File: src/rtl/nextpc_pkg.sv
// Shared constants, redirect-kind encodings and priority ranking for the
// next-PC generator.
package nextpc_pkg;

  // Default fetch vectors (module parameters default to these)
  localparam logic [31:0] DEF_RESET_VEC  = 32'hbfc00000;
  localparam logic [31:0] DEF_REFILL_VEC = 32'hbfc00200;
  localparam logic [31:0] DEF_EXC_VEC    = 32'hbfc00380;

  // Kind of a deferred (or live) redirect
  typedef enum logic [1:0] {
    PK_NONE = 2'd0,
    PK_BR   = 2'd1,
    PK_ERET = 2'd2
  } pend_kind_e;

  // Priority rank of a redirect kind; higher wins, ERET outranks branch
  function automatic logic [1:0] pk_rank(input pend_kind_e kind);
    logic [1:0] rank;
    case (kind)
      PK_ERET: rank = 2'd2;
      PK_BR:   rank = 2'd1;
      PK_NONE: rank = 2'd0;
      default: rank = 2'd0;
    endcase
    return rank;
  endfunction

endpackage

File: src/rtl/nextpc_ctrl_br_target_calc.sv
// Combinational control-transfer target calculator. When several kind flags
// are set, the PC-relative branch wins over the jump, which wins over the
// register jump.
module br_target_calc (
  input  logic [31:0] fe_pc,
  input  logic [15:0] offset,
  input  logic [25:0] index,
  input  logic [31:0] jr_target,
  input  logic        is_br,
  input  logic        is_j,
  input  logic        is_jr,
  output logic [31:0] target,
  output logic        valid
);

  // Select the target by kind priority; no kind flag means no redirect
  always_comb begin
    target = 32'd0;
    valid  = 1'b0;
    if (is_br) begin
      target = fe_pc + {{14{offset[15]}}, offset, 2'b00};
      valid  = 1'b1;
    end else if (is_j) begin
      target = {fe_pc[31:28], index, 2'b00};
      valid  = 1'b1;
    end else if (is_jr) begin
      target = jr_target;
      valid  = 1'b1;
    end else begin
      target = 32'd0;
      valid  = 1'b0;
    end
  end

endmodule

File: src/rtl/nextpc_ctrl.sv
// Next fetch address generator: exception vectors, ERET, branch/jump targets
// and sequential PC+4, with stall hold and deferral of redirects that arrive
// while fetch is stalled.
module nextpc_ctrl
  import nextpc_pkg::*;
#(
  parameter logic [31:0] RESET_VEC   = DEF_RESET_VEC,
  parameter logic [31:0] REFILL_VEC  = DEF_REFILL_VEC,
  parameter logic [31:0] EXC_VEC     = DEF_EXC_VEC,
  parameter int          TLB_EXC_W   = 6,
  parameter int          REFILL_BITS = 2
) (
  input  logic                 clk,
  input  logic                 resetn,
  input  logic                 stall,
  input  logic [31:0]          fe_pc,
  input  logic                 br_taken,
  input  logic                 br_is_br,
  input  logic                 br_is_j,
  input  logic                 br_is_jr,
  input  logic [15:0]          br_offset,
  input  logic [25:0]          br_index,
  input  logic [31:0]          br_target,
  input  logic                 excp,
  input  logic                 late_excp,
  input  logic [TLB_EXC_W-1:0] tlb_exce,
  input  logic                 eret,
  input  logic [31:0]          epc,
  output logic [31:0]          nextpc,
  output logic                 pend_valid,
  output logic [1:0]           pend_kind
);

  logic [31:0] hold_pc;
  logic [31:0] pend_pc;
  pend_kind_e  pend_kind_q;
  logic        pend_valid_q;

  logic [31:0] calc_target;
  logic        calc_valid;
  logic        refill;
  logic        urgent_exc;
  pend_kind_e  live_kind;
  logic [31:0] live_pc;

  // One calculator serves both the live path and the stall capture path,
  // since both use the current-cycle decode fields.
  br_target_calc u_calc (
    .fe_pc     (fe_pc),
    .offset    (br_offset),
    .index     (br_index),
    .jr_target (br_target),
    .is_br     (br_is_br),
    .is_j      (br_is_j),
    .is_jr     (br_is_jr),
    .target    (calc_target),
    .valid     (calc_valid)
  );

  assign refill     = |tlb_exce[REFILL_BITS-1:0];
  assign urgent_exc = excp | late_excp | (|tlb_exce[TLB_EXC_W-1:REFILL_BITS]);

  // Highest-priority live redirect this cycle (ERET over branch), else PC+4
  always_comb begin
    live_kind = PK_NONE;
    live_pc   = fe_pc + 32'd4;
    if (eret) begin
      live_kind = PK_ERET;
      live_pc   = epc;
    end else if (br_taken && calc_valid) begin
      live_kind = PK_BR;
      live_pc   = calc_target;
    end else begin
      live_kind = PK_NONE;
      live_pc   = fe_pc + 32'd4;
    end
  end

  // Final next-PC mux; a held redirect only beats a strictly lower live class
  always_comb begin
    nextpc = RESET_VEC;
    if (!resetn) begin
      nextpc = RESET_VEC;
    end else if (refill) begin
      nextpc = REFILL_VEC;
    end else if (urgent_exc) begin
      nextpc = EXC_VEC;
    end else if (stall) begin
      nextpc = hold_pc;
    end else if (pend_valid_q && (pk_rank(pend_kind_q) > pk_rank(live_kind))) begin
      nextpc = pend_pc;
    end else begin
      nextpc = live_pc;
    end
  end

  // Hold register and deferred-redirect capture/release
  always_ff @(posedge clk) begin
    if (!resetn) begin
      hold_pc      <= RESET_VEC;
      pend_valid_q <= 1'b0;
      pend_kind_q  <= PK_NONE;
      pend_pc      <= 32'd0;
    end else if (refill || urgent_exc) begin
      hold_pc      <= nextpc;
      pend_valid_q <= 1'b0;
      pend_kind_q  <= PK_NONE;
    end else if (stall) begin
      if ((live_kind != PK_NONE) && (pk_rank(live_kind) >= pk_rank(pend_kind_q))) begin
        pend_valid_q <= 1'b1;
        pend_kind_q  <= live_kind;
        pend_pc      <= live_pc;
      end else begin
        pend_valid_q <= pend_valid_q;
        pend_kind_q  <= pend_kind_q;
      end
    end else begin
      hold_pc      <= nextpc;
      pend_valid_q <= 1'b0;
      pend_kind_q  <= PK_NONE;
    end
  end

  assign pend_valid = pend_valid_q;
  assign pend_kind  = pend_kind_q;

endmodule

File: config.mk
export PLATFORM = sky130hd
export DESIGN_NAME = nextpc_ctrl
export DESIGN_NICKNAME = d
export VERILOG_FILES = /design/src/rtl/nextpc_pkg.sv /design/src/rtl/nextpc_ctrl_br_target_calc.sv /design/src/rtl/nextpc_ctrl.sv
export SDC_FILE = /design/constraint.sdc
export NUM_CORES = 1
export LEC_CHECK = 0
export CAP_MARGIN = 20
export CORE_UTILIZATION = 49
export CTS_BUF_LIST = sky130_fd_sc_hd__clkbuf_8 sky130_fd_sc_hd__clkbuf_16
export DETAILED_ROUTE_END_ITERATION = 10
export PLACE_DENSITY = 0.94
export RECOVER_POWER = 100
export SLEW_MARGIN = 15
export SYNTH_ARGS = -nofsm -noshare
export SYNTH_HDL_FRONTEND = slang
export SYNTH_SLANG_ARGS = --single-unit
File: constraint.sdc
create_clock -name clk -period 6.5 [get_ports clk]
set_input_delay 1.95 -clock clk [delete_from_list [all_inputs] [get_ports clk]]
set_output_delay 1.95 -clock clk [all_outputs]
set_load 0.02 [all_outputs]
==> results of run 1 <==
-- routing by layer --
metal  GRT overflow  global-route usage, %
met1              3                   79.8
met2             56                   96.1
met3              0                   64.0
met4             50                   87.2
met5              0                   29.3
-- cell usage after synthesis, drive strengths merged, types with 4 or more instances --
master  count
o21a        9
xnor2      31
buf        12
nor3b       7
o31ai      13
xor2       16
mux2i       5
a21boi      8
and4        5
inv        17
nand2      86
o21ai      68
nand4      12
or3         4
o211ai     11
o221ai      4
nor2       80
nor3       21
a211oi     26
nor2b      10
a31oi      12
o22ai       8
a21o        6
a221oi     15
nor4        6
clkbuf     41
o211a       4
ha         34
and3       14
a21oi      94
a221o       4
nand2b     12
and2       11
nand3      33
a211o       4
a22oi      16
dfxtp      67
-- timing repair --
action,4_1_cts
setup endpoints to repair,32
gates resized for setup,290
endpoints found under the hold margin,0
cloned,0
pin swaps,60
setup buffers,42
-- cell families after synthesis --
kind of cell / count (synthesis) / synth area share (%)
XOR/XNOR: 47 / 6.51
multiplexers: 5 / 0.792
adder cells (fa/ha/maj): 35 / 7.05
buffers and inverters: 70 / 5.17
AO/OA/AOI/OAI: 338 / 36.0
AND/OR/NAND/NOR: 306 / 23.3
flip-flops: 67 / 21.2
-- stage by stage --
stage	utilization (%)	area, um2
detailed placement	77.2	9740
global placement	77.2	9740
CTS	85.7	10800
floorplan	-	6330
==> results.ini, run 1 <==
[floorplanning]
io_pins=189
start_util_pct=50.1
num_rows=41
chipWidth_um=116
fp.dieH_um=116

[clocking]
clock-sinks=67
htreeDepth=3
holdBufCountCts=0
ctsRootBufferMaster=clkbuf_16
cts_max_path_buffers=2
cts_buffers=9

[synth]
avgSynthCellArea_um2=7.28
yosys-top-cells-area=dfxtp_1 21%, a21oi_1 7.4%, ha_1 6.7%, nand2_1 5.1%, o21ai_0 5.0%
synth_top_area_share_pct=21.2
synth_cell_types=77
ys.flop_type=dfxtp_1
syn_inst=868
ys_seq_elements=67
seq_area_frac_synth_pct=21.2
yosys_warnings=0
syn_nets=1057
synthArstFlopShare_pct=0
synth_top_area_cell=dfxtp_1
synth_edf_count=0
synth_area_um2=6320

[global_routing]
grt_util_all_layers_pct=80.4
gr-total-overflow=109
grt_max_degree=50

[place]
hpwl_um=22000
post-place-ws_ns=-1.22
io_buffer_count=188
gp_congestion=1.05
placed_cells=1377

[run_status]
status=aborted with a tool error
lastStage=global routing (5_1_grt)
firstError=[ERROR GRT-0232] Routing congestion too high. Check the congestion heatmap in the GUI.

[sta]
worst_endpoint_kind=primary output
crit_endpoint=nextpc[27]

==> run 2, diff against run 1 <==
Settings changed: CORE_UTILIZATION 49 to 40, CTS_BUF_LIST sky130_fd_sc_hd__clkbuf_8 sky130_fd_sc_hd__clkbuf_16 to unset, PLACE_DENSITY 0.94 to unset, PLACE_DENSITY_LB_ADDON set to 0.15.
==> results.ini, run 2 <==
[run_status]
status=finished with violations
violations=setup timing

[clocking]
cts_max_path_buffers=2  ; unchanged
clock-sinks=67  ; unchanged
cts_tree=built
ctsRootBufferMaster=clkbuf_16
clk-insertion-delay-late_ns=0.34
cts_buffers=9  ; unchanged
htreeDepth=3  ; unchanged
holdBufCountCts=0  ; unchanged
path_clk_slew_ns=0.05

[synth]
synth_top_area_share_pct=21.2  ; unchanged
ys_seq_elements=67  ; unchanged
seq_area_frac_synth_pct=21.2  ; unchanged
synth_cell_types=77  ; unchanged
yosys_warnings=0  ; unchanged
synth_edf_count=0  ; unchanged
ys.flop_type=dfxtp_1
syn_inst=868  ; unchanged
syn_nets=1057  ; unchanged
yosys-top-cells-area=dfxtp_1 21%, a21oi_1 7.4%, ha_1 6.7%, nand2_1 5.1%, o21ai_0 5.0%
synthArstFlopShare_pct=0  ; unchanged
avgSynthCellArea_um2=7.28  ; unchanged
synthMostInstantiatedCell=a21oi_1
yosys-top-cells-count=94 x a21oi_1, 86 x nand2_1, 80 x nor2_1, 67 x dfxtp_1, 63 x o21ai_0
synth_top_area_cell=dfxtp_1
synth_area_um2=6320  ; unchanged

[place]
io_buffer_count=188  ; unchanged
gp_congestion=0.984  ; -6.6%
hpwl_um=21300  ; -3.5%

[floorplanning]
fp.dieH_um=128  ; +10%
start_util_pct=41.3  ; -8.8 points
dieArea_um2=16300
io_pins=189  ; unchanged
num_rows=45  ; +9.8%
coreArea_um2=15300
chipWidth_um=128  ; +10%

[pwr]
comb_power_share_pct=42.5
intPower_mw=1.07
p_sw_mw=0.498
p_clk_share_pct=31.2
p_leak_nw=4.53
ir_worst_vdd_v=0.000124
power_mw=1.57
power.share.switching_pct=31.7
seqPwrFrac_pct=26.3
p_per_area_nw_per_um2=143

[final_layout]
final_common_cell=buf_4
num-nets-final=1463
fill_cells=1285
final_cell_mix=260 x buf_4, 112 x clkdlybuf4s50_1, 85 x nand2_1, 84 x a21oi_1, 75 x nor2_1
antennaDiodeCount=0
drive_above_1_share_pct=33.1
final_core_util_pct=71.9
syn2layout_area_growth_pct=74.3

[global_routing]
grt_max_degree=50
grt_pass1_wl_um=41600
grt_util_met1_pct=42.6
antenna_found_initial=0
gr-usage-met2_pct=53.8
busiest_layer=met2
grt_pass1_vias=7854
gr-total-overflow=0
grt_use_met3_pct=6.64
grt_util_all_layers_pct=33.0

[worst_setup_path]
crit_path_max_fanout=2
path_common_cell=buf_4
r2r_cells=29
slowest_delay_ns=0.35
cp-start-kind=input port
worst-setup-path-type=input port to primary output
cpLargestDelayFamily=compound AO/OA/AOI/OAI gates
cp.arrival_ns=4.62
slowest_stage=fa_2
r2r_start=pend_kind[0]
critPathCaptureType=primary output
r2r-end=hold_pc[18]
path_buf_inv=6
crit_chain=buf_6 > ha_4 > inv_2 > fa_2 > nor2b_4 > o2111ai_2 > a21boi_2 > buf_4 > o21ai_4 > a31oi_4 > buf_6 > buf_4 > mux2i_1 > o31a_1 > a211oi_2 > o31ai_1 > buf_4
reg2reg_slack_ns=2.05
required_ns=4.55

[detailed_routing]
first_pass_iters=5
drc=0
ant_nets=0
wl_um=27500
num_vias=8423
routed_via_density=5.65
wl_per_cell_um=18.4
dr.first_iter.drc_count=599

[sta]
worst_pin_slew_ns=0.618
period_needed_ns=6.57
period_share_pct=101
hold_viol=0
skew_ns=0.00548
slew_headroom_pct=58.7
fmax_ghz=0.152
setup_viol=2
setup_ws_ns=-0.0698
drv_slew=0
grt_setup_unrepaired=yes

[min_path]
holdPathStages=2
worstHoldPathType=flip-flop to flip-flop
holdPathEnd=pend_pc[17]
hold_start=pend_pc[17]

[run]
maxCapViolCount=0

-- run 2: layout make-up --
cell class	instances	area (um2)	area share (%)
Inverter	17	63.8	0.579
Clock inverter	6	63.8	0.579
Multi-Input combinational cell	731	5300	48.1
Tap cell	211	264	2.40
Timing Repair Buffer	448	3740	34.0
Sequential cell	67	1340	12.2
Clock buffer	10	239	2.17
-- run 2: logic make-up after synthesis --
group / share of synthesized area [%]
flip-flops: 21.2
adder cells (fa/ha/maj): 7.05
AND/OR/NAND/NOR: 23.3
buffers and inverters: 5.17
multiplexers: 0.792
XOR/XNOR: 6.51
AO/OA/AOI/OAI: 36.0
-- run 2: repair_timing --
action,CTS,global route
gates resized for setup,275,85
setup endpoints to repair,32,33
pin swaps,66,40
setup buffers,34,9
-- run 2: power groups by stage --
stage	clock network (mW)	logic (mW)	registers, mW
global placement	0	0.559	0.421
CTS	0.495	0.632	0.412
detailed placement	0	0.560	0.421
global route	0.511	0.711	0.412
floorplan	0	0.251	0.421
finish	0.490	0.668	0.412
-- run 2: tightest hold or removal path, stage by stage, from the launching register on --
cell,delay (ns)
dfxtp_1,0.31
nand3_1,0.06
nand2_1,0.04
-- run 2: how the worst max path moves through the flow --
stage                     slack, ns    endpoint           from  cells after the start
after floorplan                0.04  nextpc[29]       fe_pc[9]                     10
after global placement        -1.02  nextpc[28]       fe_pc[2]                     14
after global routing          -0.15  nextpc[24]      fe_pc[11]                     14
after detailed placement      -1.09  nextpc[28]       fe_pc[2]                     14
after CTS                     -0.09  nextpc[28]  br_offset[15]                     13
final                         -0.07  nextpc[30]   br_offset[0]                     17
-- run 2: metal layers --
layer / routed length, um / share of wire (%) / vias to the layer above
met1: 12100 / 44 / 3932
met2: 12600 / 46 / 338
li1: - / - / 4088
met3: 1850 / 6.7 / 65
met5: 0 / 0 / -
met4: 907 / 3.3 / 0
-- run 2: through the flow --
| step | TNS, ns | cell area [um2] | std cells | hold slack, ns | worst slack, ns |
|---|---|---|---|---|---|
| after floorplan | 0 | 6330 | 868 | 0.427 | 0.0373 |
| after global placement | -21.41 | 9910 | 1431 | 0.437 | -1.02 |
| after detailed placement | -22.43 | 9910 | 1431 | 0.447 | -1.09 |
| after CTS | -0.103 | 10900 | 1481 | 0.454 | -0.0885 |
| after global routing | -1.68 | 11000 | 1490 | 0.483 | -0.147 |
| final | -0.136 | 11000 | 1490 | 0.455 | -0.0698 |
No activity file was read; power rests on OpenSTA's default activity.
==> run 3, diff against run 2 <==
Settings changed: REMOVE_ABC_BUFFERS set to 1.
==> results.ini, run 3 (synthesis gave the netlist of run 2 again) <==
[final_layout]
final_common_cell=buf_4
post-route-cell-area_um2=11100  ; +0.42%
antennaDiodeCount=0  ; unchanged
fill_cells=1229  ; -4.4%
final_cell_mix=238 x buf_4, 110 x clkdlybuf4s50_1, 83 x a21oi_1, 81 x nand2_1, 76 x nor2_1
final_core_util_pct=72.2  ; +0.30 points
num-nets-final=1457  ; -0.41%
regArea_um2=1340  ; unchanged
multi_input_area_um2=5350  ; +0.80%
drive_above_1_share_pct=32.4  ; -0.71 points
syn2layout_area_growth_pct=75.1

[detailed_routing]
wl_um=28700  ; +4.3%
routed_via_density=5.83  ; +3.1%
first_pass_iters=5  ; unchanged
num_vias=8646  ; +2.6%
drc=0  ; unchanged
wl_per_cell_um=19.3  ; +4.8%
ant_nets=0  ; unchanged
dr.first_iter.drc_count=748  ; +25%

[clocking]
path_clk_slew_ns=0.06  ; about the same
htreeDepth=3  ; unchanged
clock-sinks=67  ; unchanged
holdBufCountCts=0  ; unchanged
clk-insertion-delay-late_ns=0.35  ; about the same
cts_buffers=9  ; unchanged
cts_max_path_buffers=2  ; unchanged
ctsRootBufferMaster=clkbuf_16
cts_tree=built

[sta]
period_share_pct=104  ; +3.0 points
skew_ns=0.00963  ; +0.00415 ns
whs_ns=0.460  ; +0.00513 ns
drv_slew=0  ; unchanged
hold_viol=0  ; unchanged
worst_pin_slew_ns=0.881  ; +0.264 ns
setup_viol=19  ; +17
grt_setup_unrepaired=yes
slew_headroom_pct=41.2  ; -17 points
period_needed_ns=6.77  ; +0.195 ns
setup_ws_ns=-0.265  ; -0.195 ns
fmax_ghz=0.148  ; -2.9%

[global_routing]
gr-total-overflow=0  ; unchanged
antenna_found_initial=0  ; unchanged
grt_pass1_vias=8227  ; +4.7%
grt_util_all_layers_pct=34.8  ; +1.8 points
grt_pass1_wl_um=43400  ; +4.2%
grt_max_degree=50  ; unchanged

[run_status]
violations=setup timing
status=finished with violations

[pwr]
p_leak_nw=4.54  ; +0.28%
p_per_area_nw_per_um2=143  ; +0.34%
ir_worst_vdd_v=0.000140  ; +13%

[min_path]
worstHoldPathType=flip-flop to flip-flop

[worst_setup_path]
slowest_stage=fa_2
slowest_delay_ns=0.36  ; about the same
crit_path_max_fanout=3  ; +1
cpLargestDelayFamily=compound AO/OA/AOI/OAI gates
worst-setup-path-type=input port to primary output
required_ns=4.55  ; about the same
crit_chain=buf_8 > ha_4 > inv_2 > fa_2 > nor2b_4 > o2111ai_4 > a21boi_2 > buf_4 > o21ai_4 > a31oi_4 > buf_6 > buf_6 > mux2i_1 > o31a_1 > a211oi_2 > o31ai_1 > buf_2
path_buf_inv=6  ; unchanged
cp-start-kind=input port
path_common_cell=buf_6
critPathCaptureType=primary output
cp.arrival_ns=4.82  ; +0.20 ns

[place]
post-place-ws_ns=-1.11  ; -0.0172 ns
gp_congestion=1.02  ; +3.3%
dpl_cell_area_um2=9850  ; -0.56%
io_buffer_count=188  ; unchanged
hpwl_um=21100  ; -0.98%

[floorplanning]
dieArea_um2=16300  ; unchanged
chipWidth_um=128  ; unchanged
num_rows=45  ; unchanged
io_pins=189  ; unchanged
coreArea_um2=15300  ; unchanged
start_util_pct=41.3  ; unchanged
fp.dieH_um=128  ; unchanged

[run]
maxCapViolCount=0  ; unchanged

[run 3: cell count changes in the layout (fill, tap and decap cells not counted), sizes merged, moves of 2 or more]
cell and delta:
clkdlybuf4s50 -2, clkbuf -12, dlygate4sd2 +3, clkdlybuf4s15 +9, buf -5
[run 3: timing repair]
action | 4_1_cts | 5_1_grt
gates resized for setup | 251 | 88
endpoints found under the setup margin | 32 | 30
setup buffers | 36 | 13
pin swaps | 56 | 62
[run 3: metal layers]
metal	GRT usage, %	share of wire [%]	vias up	wire length [um]
met2	58.3	46	436	13100
met4	16.0	4.6	0	1320
li1	-	-	4072	-
met3	4.51	7.5	97	2150
met5	0	0	-	0
met1	44.5	42	4041	12100
[run 3: power breakdown]
part / total [mW] / internal [mW] / switching (mW)
Clock: 0.501 / 0.298 / 0.203
Sequential: 0.412 / 0.412 / 0.000350
Combinational: 0.669 / 0.353 / 0.317
Total: 1.58 / 1.06 / 0.520
[run 3: worst paths after layout]
check                     from           to  slack (ns)  cells past startpoint
setup / recovery      fe_pc[2]   nextpc[30]       -0.27                     17
hold / removal     hold_pc[10]  hold_pc[10]        0.46                      2
setup reg to reg  pend_kind[1]  hold_pc[30]        2.09                     28
hold reg to reg    hold_pc[10]  hold_pc[10]        0.46                      2
[run 3: cell type report]
| class | instances | area share (%) |
|---|---|---|
| clock buffers | 10 | 2.07 |
| clock inverters | 6 | 0.588 |
| inverters | 17 | 0.577 |
| multi-input cells | 731 | 48.3 |
| flip-flops and latches | 67 | 12.1 |
| well taps | 211 | 2.39 |
| repair buffers | 442 | 33.9 |
[run 3: worst reg2reg max path, delay by kind of cell (launching register included)]
kind            cells  cell delay [ns]
flops               1             0.41
simple gates        2             0.36
fa+ha+maj           1             0.33
buf+inv            21             2.59
compound gates      4             0.62
[run 3: through the flow]
| step | total power, mW | TNS (ns) | instances |
|---|---|---|---|
| 3_3_place_gp | 0.962 | -22.26 | 1423 |
| 4_1_cts | 1.53 | -0.228 | 1475 |
| 5_1_grt | 1.65 | -3.35 | 1484 |
| 3_5_place_dp | 0.965 | -22.80 | 1423 |
| 6_report | 1.58 | -1.14 | 1484 |
| 2_1_floorplan | 0.651 | -2.95 | 815 |
